`config.mk`:
```
export PLATFORM = sky130hd
export DESIGN_NAME = sevga_vram_readback
export DESIGN_NICKNAME = d
export VERILOG_FILES = /design/src/rtl/sevga_vram_readback.sv
export SDC_FILE = /design/constraint.sdc
export NUM_CORES = 1
export LEC_CHECK = 0
export CORE_ASPECT_RATIO = 2
export CORE_MARGIN = 10
export CORE_UTILIZATION = 36
export DETAILED_ROUTE_END_ITERATION = 12
export PLACE_DENSITY = 0.79
export SLEW_MARGIN = 40
export SYNTH_ARGS = -nofsm -noshare
export SYNTH_HDL_FRONTEND = slang
export SYNTH_SLANG_ARGS = --single-unit
```
`constraint.sdc`:
```
create_clock -name pixClk -period 2 [get_ports pixClk]
set_input_delay 0.2 -clock pixClk [delete_from_list [all_inputs] [get_ports pixClk]]
set_output_delay 0.2 -clock pixClk [all_outputs]
set_load 0.05 [all_outputs]
```
`src/rtl/sevga_vram_readback.sv`:
```
// SE-VGA VRAM CPU read-back port: answers 68000 reads in the card window
// by fetching hi byte from CE0 and lo byte from CE1 in free video slots.
module sevga_vram_readback #(
  parameter logic [7:0] WIN_BASE = 8'hFC,
  parameter int         SYNC_LEN = 2
) (
  input  logic        pixClk,
  input  logic        nReset,
  input  logic [23:1] cpuAddr,
  input  logic        ncpuAS,
  input  logic        ncpuUDS,
  input  logic        ncpuLDS,
  input  logic        cpuRnW,
  input  logic        vidActive,
  input  logic [2:0]  vidSeq,
  input  logic [7:0]  vramDataIn,
  output logic [14:0] rdAddr,
  output logic        nrdOE,
  output logic        nrdCE0,
  output logic        nrdCE1,
  output logic [15:0] cpuDataOut,
  output logic        cpuDataOE,
  output logic        nDTACK
);

  typedef enum logic [1:0] {
    IDLE,
    RD_HI,
    RD_LO,
    ACK
  } state_t;

  state_t state;
  state_t stateNext;

  logic [SYNC_LEN-1:0] asSync;
  logic [SYNC_LEN-1:0] udsSync;
  logic [SYNC_LEN-1:0] ldsSync;
  logic asS;
  logic udsS;
  logic ldsS;

  logic hit;
  logic slotOk;
  logic startRd;
  logic latchHi;
  logic latchLo;
  logic reading;

  logic [7:0] dataHi;
  logic [7:0] dataLo;

  always_ff @(negedge pixClk or negedge nReset) begin
    if (!nReset) begin
      asSync  <= '1;
      udsSync <= '1;
      ldsSync <= '1;
    end else begin
      asSync  <= {asSync[SYNC_LEN-2:0], ncpuAS};
      udsSync <= {udsSync[SYNC_LEN-2:0], ncpuUDS};
      ldsSync <= {ldsSync[SYNC_LEN-2:0], ncpuLDS};
    end
  end

  assign asS  = asSync[SYNC_LEN-1];
  assign udsS = udsSync[SYNC_LEN-1];
  assign ldsS = ldsSync[SYNC_LEN-1];

  assign hit = !asS && cpuRnW
            && (cpuAddr[23:16] == WIN_BASE)
            && (!udsS || !ldsS);

  // Slots 1..4 leave room for both byte reads before slot 0.
  assign slotOk = !vidActive
               || ((vidSeq >= 3'd1) && (vidSeq <= 3'd4));

  always_comb begin
    stateNext = state;
    startRd   = 1'b0;
    latchHi   = 1'b0;
    latchLo   = 1'b0;
    unique case (state)
      IDLE: begin
        if (hit && slotOk) begin
          startRd   = 1'b1;
          stateNext = !udsS ? RD_HI : RD_LO;
        end
      end
      RD_HI: begin
        if (asS) begin
          stateNext = IDLE;
        end else begin
          latchHi   = 1'b1;
          stateNext = !ldsS ? RD_LO : ACK;
        end
      end
      RD_LO: begin
        if (asS) begin
          stateNext = IDLE;
        end else begin
          latchLo   = 1'b1;
          stateNext = ACK;
        end
      end
      ACK: begin
        if (asS) stateNext = IDLE;
      end
    endcase
  end

  always_ff @(negedge pixClk or negedge nReset) begin
    if (!nReset) state <= IDLE;
    else         state <= stateNext;
  end

  always_ff @(negedge pixClk or negedge nReset) begin
    if (!nReset) begin
      dataHi <= 8'hFF;
      dataLo <= 8'hFF;
    end else if (startRd) begin
      dataHi <= 8'hFF;
      dataLo <= 8'hFF;
    end else begin
      if (latchHi) dataHi <= vramDataIn;
      if (latchLo) dataLo <= vramDataIn;
    end
  end

  assign reading    = (state == RD_HI) || (state == RD_LO);
  assign rdAddr     = reading ? cpuAddr[15:1] : 15'd0;
  assign nrdOE      = !reading;
  assign nrdCE0     = (state != RD_HI);
  assign nrdCE1     = (state != RD_LO);
  assign nDTACK     = (state != ACK);
  assign cpuDataOE  = (state == ACK);
  assign cpuDataOut = {dataHi, dataLo};

endmodule

```
==> run_results.csv <==
group,metric,value,unit
status,status,"complete, but fails checks",
status,violations,"setup timing",
timing,final-setup-viol-count,42,
critical_path,required,1.80,ns
floorplan,ioPinCount,77,
flow_run,max-cap-violations,0,
clock_tree,path_clk_slew,0.07,ns
placement,portBuffers,76,
worst_hold_path,holdPathStages,0,
power,powerDensity,2170,nW/µm²
power,ir_drop,1.63,mV
floorplan,rows,30,
critical_path,cp_slowest_cell,"dfrtn_1",
finish,syn_to_final_growth,135,%
floorplan,dieHeight,103,µm
power,p_leak,1.31,nW
critical_path,critPathArrivalTime,2.53,ns
yosys,synth_edf_count,0,
critical_path,crit_path_start_kind,"flop",
yosys,async_flop_share,100,%
worst_hold_path,hp-start,"ldsSync[0]",
critical_path,slowest_delay,0.45,ns
critical_path,path_cells,"inv_2, ha_4, buf_8, and2_4, buf_12",
critical_path,r2r_cells,8,
timing,layout_setup_ws,-0.731,ns
timing,fin_skew,0.0811,ns
clock_tree,root_buffer,"clkbuf_8",
timing,hold_viol_final,0,
worst_hold_path,hold_path_end,"ldsSync[1]",
floorplan,die_w,61.3,µm
timing,slew_viol_final,0,
clock_tree,cts_tree,"built",
drt,drc_errors,0,
yosys,synth_warnings,0,
finish,diodes,0,
global_route,grt_pass1_wl,8.32,mm
critical_path,reg2reg_slack,0.03,ns
clock_tree,worstSkewPairLatency,0.37,ns
critical_path,r2r-end,"state[1]",
finish,fill_cells,146,
floorplan,initial_utilization,36.8,%
placement,post-place-ws,-0.914,ns
finish,layout-drive-gt1-share,62.3,%
yosys,synth-main-ff-cell,"dfstp_2",
floorplan,die-area,6300,µm²
placement,dp_hpwl,3.77,mm
critical_path,cp_top_family,"flip-flops",
clock_tree,cts_buffers,3,
global_route,overflow,0,
drt,drtPass1Iterations,4,
yosys,yosysUniqueCellTypes,26,
global_route,first_global_vias,1580,
critical_path,critPathMaxFanout,8,
drt,drtAntennaViolNets,0,
critical_path,path_buf_inv,3,
placement,gp_congestion,0.783,
yosys,syn-cell-area,1230,µm²
global_route,antenna_found_initial,0,
clock_tree,cts_buffer_depth,2,
clock_tree,clock_sinks,24,
yosys,ys_ff_latch,24,
timing,slew-limit-headroom,76.4,%
yosys,synth_area_per_cell,10.6,µm²
yosys,syn-num-nets,161,
timing,worst_pin_slew,0.352,ns
timing,rsz0062_at_grt,"yes",
drt,vias_per_cell,5.03,
yosys,ys_seq_area_share,51.1,%
drt,vias,1363,
floorplan,core-area,3340,µm²
global_route,grt_max_degree,25,
critical_path,worstReg2RegStart,"state[1]",
global_route,grt_use_total,18.2,%
drt,wl_per_cell,21.5,µm
timing,setup_tns,-18.11,ns
drt,wl,5.82,mm
clock_tree,cts_hold_buffers,0,
clock_tree,htree_num_levels,1,
finish,final_util,86.5,%
drt,drtIter0Drc,25,
yosys,syn_inst,116,
finish,finalNetCount,285,
critical_path,path_class,"reg2out",
critical_path,end_kind,"primary output",
worst_hold_path,min-delay-path-class,"reg2reg",
-- worst max path at each step --
stage,cells past startpoint,start,to,slack [ns]
after detailed placement,5,cpuAddr[22],state[0],-0.91
final,5,state[1],rdAddr[3],-0.73
after global placement,5,cpuAddr[22],state[0],-0.90
after global routing,5,state[1],rdAddr[3],-0.78
after floorplan,4,cpuAddr[22],state[0],-0.40
after CTS,5,state[0],rdAddr[3],-0.70
-- timing repair --
action,CTS,global route
gates resized for setup,45,29
endpoints found under the setup margin,54,54
gates cloned,1,0
buffers inserted,11,9
pin swaps,9,10
-- cell usage after synthesis (2+ instances only) --
cell      count  area (µm²)
dfstp_2      22         578
nor2_1       17        63.8
and2_1       15        93.8
nand2_1       9        33.8
inv_1         8        30.0
mux2i_1       8        80.1
o21ai_0       8        40.0
ha_1          4        50.1
buf_2         2        10.0
clkbuf_1      2        7.51
dfrtn_1       2        50.1
mux2_4        2        30.0
nand2b_1      2        12.5
nor2b_1       2        12.5
o21ai_1       2        10.0
-- per-stage QoR --
| step | instances | cell area (µm²) | hold WS [ns] | power [mW] |
|---|---|---|---|---|
| 2_1_floorplan | 116 | 1320 | 0.345 | 3.21 |
| 3_3_place_gp | 229 | 2520 | 0.346 | 5.14 |
| 3_5_place_dp | 229 | 2520 | 0.351 | 5.25 |
| 4_1_cts | 264 | 2810 | 0.352 | 6.05 |
| 5_1_grt | 271 | 2890 | 0.333 | 6.51 |
| 6_report | 271 | 2890 | 0.326 | 6.28 |
-- cell usage in the layout (no fill, tap or decap), types with 9 or more instances in the layout --
cell / count
buf_12: 37
clkdlybuf4s50_1: 28
inv_1: 23
dfstp_2: 22
buf_4: 19
nor2_1: 17
and2_4: 15
o21ai_2: 9
buf_6: 9
-- power breakdown --
group	switching, mW	internal, mW
Clock	0.299	0.202
Combinational	2.36	2.39
Sequential	0.212	0.810
Total	2.87	3.40
-- per-layer routing --
layer / up-vias / track usage [%] / part of all wire [%]
met5: - / 0 / 0
met1: 654 / 15.2 / 33
met4: 0 / 11.1 / 3.7
met3: 16 / 5.80 / 6.1
li1: 625 / - / -
met2: 68 / 34.6 / 57
-- logic make-up after synthesis --
group           after synthesis  share of synthesized area [%]
fa+ha+maj                     4                           4.07
compound gates               16                           10.2
simple gates                 49                           21.6
flops                        24                           51.1
mux                          10                           8.95
buf+inv                      13                           4.17
-- sequential cells by signal (all words and copies together), names as in the netlist --
name     cells
ldsSync      2
state        2
dataHi       8
asSync       2
dataLo       8
udsSync      2
-- layout make-up --
| type | instances | area [µm²] | share of cell area (%) |
|---|---|---|---|
| Multi-Input combinational cell | 80 | 717 | 24.8 |
| Timing Repair Buffer | 102 | 1330 | 46.0 |
| Sequential cell | 24 | 628 | 21.7 |
| Clock inverter | 23 | 91.3 | 3.16 |
| Tap cell | 32 | 40.0 | 1.39 |
| Inverter | 7 | 41.3 | 1.43 |
| Clock buffer | 3 | 41.3 | 1.43 |
Power figures use the tool's default switching activity.
